File: src/rtl/fr_track_loop_sequencer.sv
// Frequency-tracking loop sequencer: averages phase-error windows, runs the PID
// start/done handshake, applies the clamped adjustment and tracks lock.
module fr_track_loop_sequencer #(
    parameter int ACC_LOG2   = 3,
    parameter int LOCK_TH    = 16,
    parameter int LOCK_CNT   = 4,
    parameter int UNLOCK_CNT = 2,
    parameter int TIMEOUT    = 64,
    parameter int FREQ_INIT  = 100000,
    parameter int FREQ_MIN   = 90000,
    parameter int FREQ_MAX   = 110000
) (
    input  logic        clk,
    input  logic        rst,
    input  logic        enable,
    input  logic        phase_valid,
    input  logic [15:0] phase_diff,
    output logic        pid_start,
    output logic [15:0] pid_error,
    input  logic        pid_done,
    input  logic [31:0] pid_adjust,
    output logic [31:0] freq_word,
    output logic        freq_update,
    output logic        locked,
    output logic        busy,
    output logic        timeout_err
);

    localparam int ACC_W = 17 + ACC_LOG2;
    localparam int CNT_W = (ACC_LOG2 > 0) ? ACC_LOG2 : 1;
    localparam int WIN   = 1 << ACC_LOG2;
    localparam int TMR_W = (TIMEOUT > 2) ? $clog2(TIMEOUT) : 1;
    localparam int LCK_W = 8;

    localparam logic signed [33:0] FMIN_S = 34'(FREQ_MIN);
    localparam logic signed [33:0] FMAX_S = 34'(FREQ_MAX);

    typedef enum logic [2:0] {
        S_IDLE  = 3'd0,
        S_ACCUM = 3'd1,
        S_REQ   = 3'd2,
        S_WAIT  = 3'd3,
        S_APPLY = 3'd4
    } state_t;

    state_t                    state_q;
    logic signed [ACC_W-1:0]   acc_q;
    logic [CNT_W-1:0]          cnt_q;
    logic [TMR_W-1:0]          tmr_q;
    logic [LCK_W-1:0]          in_cnt_q;
    logic [LCK_W-1:0]          out_cnt_q;
    logic                      pid_start_q;
    logic [15:0]               pid_error_q;
    logic [31:0]               freq_word_q;
    logic                      freq_update_q;
    logic                      locked_q;
    logic                      busy_q;
    logic                      timeout_err_q;

    logic signed [ACC_W-1:0]   acc_d;
    logic signed [33:0]        sum_d;
    logic [31:0]               freq_d;
    logic [16:0]               err_abs_d;
    logic                      err_ok_d;
    logic [LCK_W-1:0]          in_cnt_d;
    logic [LCK_W-1:0]          out_cnt_d;

    function automatic logic [31:0] clamp_freq(input logic signed [33:0] s);
        if (s < FMIN_S) begin
            return FMIN_S[31:0];
        end else if (s > FMAX_S) begin
            return FMAX_S[31:0];
        end else begin
            return s[31:0];
        end
    endfunction

    function automatic logic [16:0] abs17(input logic [15:0] e);
        logic [16:0] ext;
        ext = {e[15], e};
        if (ext[16]) begin
            return 17'd0 - ext;
        end else begin
            return ext;
        end
    endfunction

    // Datapath helpers: running sum, clamped frequency, lock-counter next values
    always_comb begin
        acc_d     = acc_q + {{(ACC_W-16){phase_diff[15]}}, phase_diff};
        sum_d     = $signed({2'b00, freq_word_q}) + $signed({{2{pid_adjust[31]}}, pid_adjust});
        freq_d    = clamp_freq(sum_d);
        err_abs_d = abs17(pid_error_q);
        err_ok_d  = (err_abs_d <= 17'(LOCK_TH));
        in_cnt_d  = (in_cnt_q == {LCK_W{1'b1}}) ? in_cnt_q : in_cnt_q + 8'd1;
        out_cnt_d = (out_cnt_q == {LCK_W{1'b1}}) ? out_cnt_q : out_cnt_q + 8'd1;
    end

    // Sequencer FSM with registered outputs
    always_ff @(posedge clk) begin
        if (rst) begin
            state_q       <= S_IDLE;
            acc_q         <= '0;
            cnt_q         <= '0;
            tmr_q         <= '0;
            in_cnt_q      <= '0;
            out_cnt_q     <= '0;
            pid_start_q   <= 1'b0;
            pid_error_q   <= 16'd0;
            freq_word_q   <= 32'(FREQ_INIT);
            freq_update_q <= 1'b0;
            locked_q      <= 1'b0;
            busy_q        <= 1'b0;
            timeout_err_q <= 1'b0;
        end else begin
            pid_start_q   <= 1'b0;
            freq_update_q <= 1'b0;
            case (state_q)
                S_IDLE: begin
                    if (enable) begin
                        state_q <= S_ACCUM;
                        acc_q   <= '0;
                        cnt_q   <= '0;
                    end else begin
                        state_q <= S_IDLE;
                    end
                end
                S_ACCUM: begin
                    if (!enable) begin
                        state_q   <= S_IDLE;
                        locked_q  <= 1'b0;
                        in_cnt_q  <= '0;
                        out_cnt_q <= '0;
                    end else if (phase_valid) begin
                        if (cnt_q == CNT_W'(WIN - 1)) begin
                            // Floor mean: arithmetic shift of the full sum fits 16 bits
                            pid_error_q <= acc_d[ACC_LOG2 +: 16];
                            pid_start_q <= 1'b1;
                            busy_q      <= 1'b1;
                            state_q     <= S_REQ;
                        end else begin
                            acc_q <= acc_d;
                            cnt_q <= cnt_q + 1'b1;
                        end
                    end else begin
                        state_q <= S_ACCUM;
                    end
                end
                S_REQ: begin
                    tmr_q   <= '0;
                    state_q <= S_WAIT;
                end
                S_WAIT: begin
                    if (pid_done) begin
                        freq_word_q   <= freq_d;
                        freq_update_q <= 1'b1;
                        state_q       <= S_APPLY;
                        if (err_ok_d) begin
                            in_cnt_q  <= in_cnt_d;
                            out_cnt_q <= '0;
                            if (in_cnt_d >= LCK_W'(LOCK_CNT)) begin
                                locked_q <= 1'b1;
                            end else begin
                                locked_q <= locked_q;
                            end
                        end else begin
                            out_cnt_q <= out_cnt_d;
                            in_cnt_q  <= '0;
                            if (out_cnt_d >= LCK_W'(UNLOCK_CNT)) begin
                                locked_q <= 1'b0;
                            end else begin
                                locked_q <= locked_q;
                            end
                        end
                    end else if (tmr_q == TMR_W'(TIMEOUT - 1)) begin
                        timeout_err_q <= 1'b1;
                        locked_q      <= 1'b0;
                        in_cnt_q      <= '0;
                        out_cnt_q     <= '0;
                        busy_q        <= 1'b0;
                        acc_q         <= '0;
                        cnt_q         <= '0;
                        state_q       <= enable ? S_ACCUM : S_IDLE;
                    end else begin
                        tmr_q <= tmr_q + 1'b1;
                    end
                end
                S_APPLY: begin
                    busy_q <= 1'b0;
                    acc_q  <= '0;
                    cnt_q  <= '0;
                    if (enable) begin
                        state_q <= S_ACCUM;
                    end else begin
                        state_q   <= S_IDLE;
                        locked_q  <= 1'b0;
                        in_cnt_q  <= '0;
                        out_cnt_q <= '0;
                    end
                end
                default: begin
                    state_q <= S_IDLE;
                    busy_q  <= 1'b0;
                end
            endcase
        end
    end

    assign pid_start   = pid_start_q;
    assign pid_error   = pid_error_q;
    assign freq_word   = freq_word_q;
    assign freq_update = freq_update_q;
    assign locked      = locked_q;
    assign busy        = busy_q;
    assign timeout_err = timeout_err_q;

endmodule

File: config.mk
export PLATFORM = sky130hd
export DESIGN_NAME = fr_track_loop_sequencer
export DESIGN_NICKNAME = d
export VERILOG_FILES = /design/src/rtl/fr_track_loop_sequencer.sv
export SDC_FILE = /design/constraint.sdc
export NUM_CORES = 1
export LEC_CHECK = 0
export BUFFER_PORTS_ARGS = -buffer_cell sky130_fd_sc_hd__clkbuf_2
export CORE_ASPECT_RATIO = 0.6
export CORE_MARGIN = 4
export CORE_UTILIZATION = 30
export CTS_CLUSTER_DIAMETER = 120
export DETAILED_ROUTE_END_ITERATION = 6
export GPL_TIMING_DRIVEN = 0
export PLACE_DENSITY = 0.53
export RECOVER_POWER = 50
export SYNTH_ARGS = -nofsm -noshare
export SYNTH_HDL_FRONTEND = slang
export SYNTH_SLANG_ARGS = --single-unit
export TNS_END_PERCENT = 20
File: constraint.sdc
create_clock -name clk -period 4.95 [get_ports clk]
set_input_delay 0.495 -clock clk [delete_from_list [all_inputs] [get_ports clk]]
set_output_delay 0.495 -clock clk [all_outputs]
set_load 0.05 [all_outputs]
==> results of run 1 <==
cell type report:
type,instances,area [sq um]
Fill cell,2620,15660
Multi-Input combinational cell,777,5172
Sequential cell,100,2002
Timing Repair Buffer,104,454.2
Tap cell,322,402.9
Clock buffer,9,225.2
Buffer,48,181.4
Clock inverter,7,93.84
Inverter,23,86.33
sequential cells by signal, indices dropped and copies added, names as in the netlist:
register     flops
in_cnt_q         8
busy             1
pid_start        1
pid_error       16
state_q          3
tmr_q            6
out_cnt_q        8
freq_word       32
freq_update      1
cnt_q            3
locked           1
timeout_err      1
acc_q           19
kinds of logic (layout without fill, tap and decap cells):
group,Yosys count,in the layout,share of synthesized area [%]
flops,100,100,26.90
buf+inv,71,191,3.598
simple gates,355,355,24.02
mux,14,14,1.917
fa+ha+maj,60,60,10.29
xor+xnor,40,40,4.707
compound gates,308,308,28.56
power by group:
group          leakage, nW  internal [mW]  switching [mW]  total, mW
Combinational         2.45         0.0975           0.180      0.278
Sequential           0.806          0.808         0.00274      0.810
Clock                0.153          0.408           0.373      0.782
cells in the final DEF (no fill, tap or decap), types with 7 or more instances in the layout:
cell type | synthesis | routed
clkbuf_1 | 47 | 100
dfxtp_1 | 100 | 100
nand2_1 | 92 | 92
a21oi_1 | 88 | 88
nor2_1 | 87 | 87
ha_1 | 58 | 58
clkbuf_2 | 0 | 51
o21ai_0 | 40 | 40
nor3_1 | 40 | 40
a22oi_1 | 29 | 29
xnor2_1 | 24 | 24
inv_1 | 23 | 23
a21o_1 | 23 | 23
nand3_1 | 18 | 18
and3_1 | 17 | 17
and2_1 | 24 | 17
xor2_1 | 16 | 16
nand4_1 | 13 | 13
a31oi_1 | 13 | 13
mux2i_1 | 12 | 12
a211oi_1 | 12 | 12
nand2b_1 | 11 | 11
or3_1 | 9 | 9
nor4_1 | 9 | 9
o21a_1 | 9 | 9
o31ai_1 | 9 | 9
clkbuf_16 | 0 | 9
o21bai_1 | 7 | 7
and2_0 | 0 | 7
critical path, stage by stage (launching register included):
cell	delay [ns]
dfxtp_1	0.41
ha_1	0.37
a2111oi_4	0.59
o21ai_2	0.17
a2111oi_0	0.76
or2_2	0.28
o31ai_1	0.15
xor2_1	0.19
nor4_4	0.41
nand4_4	0.21
nor4_4	0.55
a22o_1	0.21
final timing paths:
kind,start,to,slack [ns],cells past startpoint
setup / recovery,freq_word[4]$_SDFFE_PP0P_,freq_word[3]$_SDFFE_PP0P_,0.57,11
setup reg to reg,freq_word[4]$_SDFFE_PP0P_,freq_word[3]$_SDFFE_PP0P_,0.57,11
hold / removal,locked$_SDFFE_PP0P_,locked$_SDFFE_PP0P_,0.49,2
hold reg to reg,locked$_SDFFE_PP0P_,locked$_SDFFE_PP0P_,0.49,2
per-stage QoR:
step,cells,hold WS [ns]
final,1390,0.4913
after global routing,1390,0.5111
after floorplan,948,0.4539
after detailed placement,1374,0.4746
after global placement,1374,0.4591
after CTS,1390,0.4854
per-layer routing:
layer | wire length [microns] | track usage (%) | vias up
met1 | 13370 | 27.71 | 3557
met3 | 1657 | 4.829 | 7
li1 | - | - | 3769
met4 | 114 | 2.612 | 2
met5 | 20 | 0 | -
met2 | 9035 | 22.11 | 204
==> summary.md, run 1 <==
| Metric | Value |
|---|---|
| Clock Sink Count | `100` |
| Startpoint Class | `register` |
| Crit Path Class | `register to register` |
| Clock slew at reported path FFs | `0.08 ns` |
| WP data arrival | `between 4 and 5 ns` |
| Drt total wl | `roughly 24000 microns` |
| Fin crit period | `between 4 and 5 ns` |
| RSZ-0062 raised after global routing | `no` |
| Starting Density | `30.65%` |
| Clock Path Buffers | `2` |
| Total Die Area | `0.02747 sq mm` |
| Antenna-violating nets left | `0` |
| Final standard cell area without fillers | `0.008618 sq mm` |
| Die width | `211.3 microns` |
| CTS resizes | `0` |
| Cells after Synth | `roughly 950` |
| Area leader, netlist | `dfxtp_1` |
| Asr flop ratio synth | `0%` |
| CTS buffer count | `9` |
| Max Cap Viol | `0` |
| Vias/cell | `5.424` |
| Synth-to-layout area growth | `15.80%` |
| Mapped Area | `0.007442 sq mm` |
| Pre-antenna DRT Iters | `5` |
| Initial antenna violation count | `1` |
| Post-DP HPWL | `19420 microns` |
| Synthesis Warnings | `0` |
| Maximum VDD drop | `between 0.15 and 0.2 mV` |
| Pre-CTS setup slack | `0.4872 ns` |
| Final nets | `1176` |
| Final cycle utilization of the critical path | `88.49%` |
| Max-slew violations | `0` |
| Pwr dens | `217.0 mW/mm^2` |
| First-pass GRT wire length | `around 37000 microns` |
| Sum Neg Setup Slack | `0 ns` |
| Mapped Avg Cell Area | `7.850 sq um` |
| Worst Path Max Fanout | `8` |
| Placed cell area | `0.008366 sq mm` |
| Hold Crit Class | `register to register` |
| Synth top area cells | `dfxtp_1, ha_1, a21oi_1` |
| Lkg Pwr | `3.411 nW` |
| Critical path capture point type | `register` |
| Status | `finished, final reports clean` |
| Residual DRC | `0` |
| Post-synth EDFFs | `0` |
| Largest net degree at the start of global routing | `20` |
| Final Setup Violations | `0` |
| Vias in the first global route | `6587` |
| PnR Total Power | `~1.9 mW` |
| GRT overflow | `0` |
| Number of buffers added on ports | `104` |
| Syn nets | `1061` |
| H-tree Lvls | `3` |
| Top_reg_cell synth | `dfxtp_1` |
| Synth cell count leaders | `dfxtp_1, nand2_1, a21oi_1` |
| Vias | `roughly 7500` |
| Diode count | `0` |
| # Post-CTS Setup Buffers | `0` |
| Rel. slew slack | `between 30% and 40%` |
| Required time of the worst setup path | `5.25 ns` |
| Hold_buf cts | `0` |
| Seq/Total Area, Yosys | `between 20% and 30%` |
| Worst Tran Pin Value | `0.9339 ns` |
| Dominant cell by count in the synthesized netlist | `dfxtp_1` |
| Setup Skew | `0.008959 ns` |
| Peak Freq | `228.3 MHz` |
| DR iter-0 viols | `513` |
| Root Buffer | `clkbuf_16` |
| Final core utilization | `35.50%` |
| Yosys reg bits | `100` |
| CTS tree | `done` |
| Hold Fails Final Rpt | `0` |
| Boundary Pins | `106` |
| Layout cells sized above 1 | `8.801%` |
| Row cnt | `44` |
| Core area | `0.02428 sq mm` |
| GRT Total Usage | `17.10%` |
| Post-synth cell types | `78` |
| Clk Latency, worst-skew pair | `about 0.36 ns` |
| Final worst-path setup slack | `0.5698 ns` |
| Top-area cell type share of the netlist area | `26.90%` |
| Gp weighted congestion | `0.9338` |
| Drt wl/cell | `17.41 microns` |
| Die height | `130 microns` |
(Power assumes the default switching activity.)
==> run 2: changes to the inputs <==
Settings changed: CORE_MARGIN 4 to not set.
==> run 2 against run 1 <==
Largest cell class unchanged; sequential power about the same; die area fell by 7.3%; sequential share of layout area barely moved; clock skew increased by 0.0036 ns; non-clock buffer count unchanged; register-to-register slack better by 0.06 ns; worst hold slack worse by 0.0023 ns; critical path type unchanged.
==> summary.md, run 2 (same netlist as run 1, synthesis figures left out) <==
| Metric | Value |
|---|---|
| Status | `finished, final reports clean` |
| Drt wl/cell | `16.97 microns` |
| Clock slew at reported path FFs | `roughly 0.080 ns` |
| Commonest cells after routing, fill and taps aside | `clkbuf_1, dfxtp_1, nand2_1` |
| Synth-to-layout area growth | `15.64%` |
| CTS buffer count | `9` |
| Residual DRC | `0` |
| H-tree Lvls | `3` |
| Reg-to-Reg End | `freq_word[11]$_SDFFE_PP0P_` |
| Layout cells sized above 1 | `8.801%` |
| Clock Path Buffers | `2` |
| Reg power frac | `44.4%` |
| Drt total wl | `23590 microns` |
| Setup Skew | `0.01251 ns` |
| Pre-antenna DRT Iters | `5` |
| Critical-path cell list | `ha_1, a2111oi_4, o21ai_2, a2111oi_0, or2_2, o31ai_1, xor2_1, nor4_4, nand4_4, nor4_1, a21oi_1` |
| Boundary Pins | `around 110` |
| Final cycle utilization of the critical path | `between 80% and 90%` |
| CP bufs+invs | `0` |
| Critical path capture point type | `register` |
| Largest register FFs | `32` |
| Maximum VDD drop | `0.1719 mV` |
| Clk Latency, worst-skew pair | `0.37 ns` |
| Die height | `124 microns` |
| Vias | `7495` |
| Worst R2R Start | `freq_word[4]$_SDFFE_PP0P_` |
| NetSw | `between 500 and 600 uW` |
| Max-slew violations | `0` |
| Pwr dens | `211.9 mW/mm^2` |
| Diode count | `0` |
| Delay-heaviest family, CP | `compound AO/OA/AOI/OAI gates` |
| RSZ-0062 raised after global routing | `no` |
| Gp weighted congestion | `around 0.93` |
| Core area | `around 0.024 sq mm` |
| Root Buffer | `clkbuf_16` |
| # Post-CTS Setup Buffers | `0` |
| Clk pwr share | `40.4%` |
| Total Die Area | `0.02546 sq mm` |
| Fin crit period | `4.323 ns` |
| Final Setup Violations | `0` |
| Initial antenna violation count | `1` |
| Starting Density | `between 30% and 40%` |
| Internal power | `approximately 1.3 mW` |
| Largest net degree at the start of global routing | `21` |
| Crit-path slowest cell | `a2111oi_0` |
| Hold Fails Final Rpt | `0` |
| Worst Path Max Fanout | `8` |
| Vias/cell | `between 5 and 6` |
| Sum Neg Setup Slack | `0 ns` |
| Post-DP HPWL | `18950 microns` |
| CTS tree | `done` |
| Worst Tran Pin Value | `between 0.9 and 1 ns` |
| First-pass GRT wire length | `about 36000 microns` |
| Worst Reg-to-Reg Cells | `11` |
| Logic pwr share | `15.2%` |
| Hold_buf cts | `0` |
| Vias in the first global route | `6465` |
| Peak Freq | `231.3 MHz` |
| Hold path startpoint | `locked$_SDFFE_PP0P_` |
| Antenna-violating nets left | `0` |
| Number of buffers added on ports | `104` |
| Crit Path Class | `register to register` |
| GRT overflow | `0` |
| Hold path cells | `2` |
| Final nets | `1176` |
| Cell total after placement | `1374` |
| Rel. slew slack | `39.00%` |
| CTS resizes | `0` |
| Crit path largest cell delay | `between 0.7 and 0.8 ns` |
| Max Cap Viol | `0` |
| Switching Fraction | `30.60%` |
| Hold Crit Class | `register to register` |
| Startpoint Class | `register` |
| Row cnt | `44` |
| Flop2flop setup slack | `0.63 ns` |
| Fin cells | `1390` |
| Lkg Pwr | `3.404 nW` |
| WP data arrival | `between 4 and 5 ns` |
| DR iter-0 viols | `626` |
| Hold EP | `locked$_SDFFE_PP0P_` |
| Required time of the worst setup path | `5.18 ns` |
| Die width | `205.3 microns` |
| Clock Sink Count | `100` |
| GRT Total Usage | `between 10% and 20%` |
[run 2: cell count changes in the layout (fill, tap and decap cells not counted)]
cell / change
clkinvlp_4: -1
and2_1: -2
inv_6: -2
clkinv_8: +1
bufinv_16: -1
clkinv_4: +3
and2_0: +2
[run 2: metrics by stage]
step	cell area [sq um]	hold WS, ns	setup slack, ns	power (mW)	utilization [%]
floorplan	7442	0.4539	1.213	1.011	-
global placement	8366	0.4558	0.6313	1.100	34.46
detailed placement	8366	0.4801	0.5935	1.100	34.46
CTS	8672	0.4917	0.8251	1.851	35.72
global route	8606	0.5046	0.3981	1.914	35.45
finish	8606	0.4890	0.6273	1.824	35.45
[run 2: worst max-delay path by stage]
stage,end,cells past startpoint,start
after floorplan,freq_word[10]$_SDFFE_PP1P_,11,freq_word[4]$_SDFFE_PP0P_
after global placement,freq_word[7]$_SDFFE_PP1P_,12,pid_adjust[4]
after detailed placement,freq_word[10]$_SDFFE_PP1P_,12,pid_adjust[4]
after CTS,freq_word[0]$_SDFFE_PP0P_,11,freq_word[4]$_SDFFE_PP0P_
after global routing,freq_word[11]$_SDFFE_PP0P_,11,freq_word[4]$_SDFFE_PP0P_
final,freq_word[11]$_SDFFE_PP0P_,11,freq_word[4]$_SDFFE_PP0P_
[run 2: area by class of cell]
cell class	count	area, sq um
plain buffers	48	181.4
clock buffers	9	225.2
clock inverters	7	81.33
fillers	2623	15670
inverters	23	86.33
multi-input cells	777	5172
flip-flops and latches	100	2002
well taps	322	402.9
repair buffers	104	454.2
[run 2: power groups by stage]
stage	Sequential, mW	Clock [mW]	Combinational [mW]
after floorplan	0.828	0	0.182
after global placement	0.829	0	0.271
after detailed placement	0.829	0	0.271
after CTS	0.810	0.768	0.272
after global routing	0.811	0.800	0.304
final	0.810	0.736	0.277
[run 2: worst reg2reg max path, cell delays in order (launching register included)]
cell	delay, ns
dfxtp_1	0.35
ha_1	0.42
a2111oi_4	0.58
o21ai_2	0.17
a2111oi_0	0.73
or2_2	0.27
o31ai_1	0.16
xor2_1	0.21
nor4_4	0.41
nand4_4	0.21
nor4_1	0.53
a21oi_1	0.15
[run 2: metal layers]
layer / GRT usage [%] / part of all wire (%) / vias to the layer above
li1: - / - / 3772
met1: 29.96 / 55 / 3479
met2: 22.40 / 35 / 225
met3: 5.416 / 8.5 / 17
met4: 3.843 / 0.94 / 2
met5: 0 / 0.072 / -
==> run 3: changes to the inputs <==
==> constraint.sdc (replaced) <==
create_clock -name clk -period 5 [get_ports clk]
set_input_delay 0 -clock clk [delete_from_list [all_inputs] [get_ports clk]]
set_output_delay 0 -clock clk [all_outputs]
set_load 0.05 [all_outputs]
==> run 3 against run 2 <==
Global-route usage stayed put; highest routed layer unchanged; total power shrank 0.86%; fmax shrank 0.46%; sequential share of layout area is essentially flat; combinational power about the same; clock-buffer cell count stayed put; largest power group unchanged; register-to-register slack improved by 0.03 ns; non-clock buffer count increased by 1; sequential cell count unchanged; first-iteration DRC count down 2.6%; worst setup slack improved by 0.030 ns; cell count is essentially flat.
==> summary.md, run 3 (same netlist as run 1, synthesis figures left out) <==
| Metric | Value |
|---|---|
| Synth-to-layout area growth | `15.77%` |
| Drt total wl | `23620 microns` |
| Post-DP HPWL | `18950 microns` |
| Max-slew violations | `0` |
| Worst Reg-to-Reg Cells | `11` |
| Worst hold slack | `between 0.015 and 0.02 ns` |
| Sum Neg Setup Slack | `0 ns` |
| Final core utilization | `between 30% and 40%` |
| Hold path cells | `4` |
| Final nets | `1177` |
| Root Buffer | `clkbuf_16` |
| Total Die Area | `roughly 0.025 sq mm` |
| CTS buffer count | `9` |
| Hold_buf cts | `1` |
| Reg-to-Reg End | `freq_word[11]$_SDFFE_PP0P_` |
| Lkg Pwr | `between 3 and 4 nW` |
| Largest net degree at the start of global routing | `21` |
| GRT Total Usage | `between 10% and 20%` |
| Clock slew at reported path FFs | `~0.080 ns` |
| Worst R2R Start | `freq_word[4]$_SDFFE_PP0P_` |
| Row cnt | `44` |
| Core area | `0.02428 sq mm` |
| Flop2flop setup slack | `0.66 ns` |
| # Post-CTS Setup Buffers | `0` |
| Hold Fails Final Rpt | `0` |
| Setup Skew | `between 0.01 and 0.015 ns` |
| Starting Density | `30.65%` |
| Drt wl/cell | `about 17 microns` |
| Largest register FFs | `32` |
| Commonest cells after routing, fill and taps aside | `clkbuf_1, dfxtp_1, nand2_1` |
| Rel. slew slack | `39.77%` |
| Diode count | `0` |
| RSZ-0062 raised after global routing | `no` |
| Peak Freq | `230.3 MHz` |
| Clk Latency, worst-skew pair | `approximately 0.37 ns` |
| Gp weighted congestion | `0.9286` |
| First-pass GRT wire length | `36250 microns` |
| Startpoint Class | `register` |
| Boundary Pins | `about 110` |
| Initial antenna violation count | `1` |
| Max Cap Viol | `0` |
| Clock Path Buffers | `2` |
| CTS resizes | `0` |
| Worst Path Max Fanout | `8` |
| WP data arrival | `4.57 ns` |
| Hold Crit Class | `primary input to register` |
| Die width | `205.3 microns` |
| Crit Path Class | `register to register` |
| Final Setup Violations | `0` |
| Fin crit period | `between 4 and 5 ns` |
| Antenna-violating nets left | `0` |
| H-tree Lvls | `3` |
| DR iter-0 viols | `610` |
| Number of buffers added on ports | `104` |
| Hold EP | `acc_q[0]$_SDFFE_PP0P_` |
| Pre-antenna DRT Iters | `5` |
| Final cycle utilization of the critical path | `86.85%` |
| Hold path startpoint | `phase_diff[0]` |
| Residual DRC | `0` |
| Vias in the first global route | `6465` |
| Vias | `between 7000 and 8000` |
| CTS tree | `done` |
| Layout cells sized above 1 | `8.793%` |
| GRT overflow | `0` |
| Required time of the worst setup path | `between 5 and 6 ns` |
| Critical path capture point type | `register` |
| Worst Tran Pin Value | `between 0.8 and 0.9 ns` |
| Die height | `124 microns` |
| Clock Sink Count | `100` |
| Vias/cell | `5.397` |
| Maximum VDD drop | `around 0.17 mV` |
| Pwr dens | `209.8 mW/mm^2` |
| Status | `finished, final reports clean` |
run 3: worst max-delay path by stage:
stage,startpoint,slack [ns],to,cells after the start
5_1_grt,freq_word[4]$_SDFFE_PP0P_,0.45,freq_word[11]$_SDFFE_PP0P_,11
3_5_place_dp,freq_word[4]$_SDFFE_PP0P_,0.91,freq_word[10]$_SDFFE_PP1P_,11
3_3_place_gp,freq_word[9]$_SDFFE_PP1P_,0.93,freq_word[7]$_SDFFE_PP1P_,12
2_1_floorplan,freq_word[4]$_SDFFE_PP0P_,1.26,freq_word[10]$_SDFFE_PP1P_,11
4_1_cts,freq_word[4]$_SDFFE_PP0P_,0.88,freq_word[0]$_SDFFE_PP0P_,11
6_report,freq_word[4]$_SDFFE_PP0P_,0.66,freq_word[11]$_SDFFE_PP0P_,11
run 3: critical path, stage by stage (launching register included):
cell and delay (ns):
dfxtp_1 0.35, ha_1 0.42, a2111oi_4 0.58, o21ai_2 0.17, a2111oi_0 0.73, or2_2 0.27, o31ai_1 0.16, xor2_1 0.21
nor4_4 0.40, nand4_4 0.21, nor4_1 0.55, a21oi_1 0.15
run 3: final cells by class:
class	count	area (sq um)
multi-input cells	777	5172
repair buffers	105	464.2
well taps	322	402.9
clock inverters	7	81.33
clock buffers	9	225.2
flip-flops and latches	100	2002
inverters	23	86.33
fillers	2625	15660
plain buffers	48	181.4
run 3: where the power goes:
group	internal [mW]	switching (mW)
sequential	0.800	0.00264
combinational	0.0970	0.178
clock	0.357	0.374
total	1.25	0.554
run 3: metrics by stage:
step	instance area, sq um	worst slack (ns)	power, mW	instances
6_report	8616	0.6573	1.808	1391
5_1_grt	8616	0.4481	1.896	1391
4_1_cts	8682	0.8751	1.833	1391
3_3_place_gp	8366	0.9273	1.089	1374
2_1_floorplan	7442	1.263	1.001	948
3_5_place_dp	8366	0.9096	1.089	1374
run 3: per-layer routing:
metal | track usage (%) | vias up | wire [microns]
met5 | 0 | - | 17
met4 | 3.843 | 2 | 217
met3 | 5.416 | 16 | 2103
met2 | 22.40 | 227 | 8380
met1 | 29.96 | 3489 | 12900
li1 | - | 3773 | -
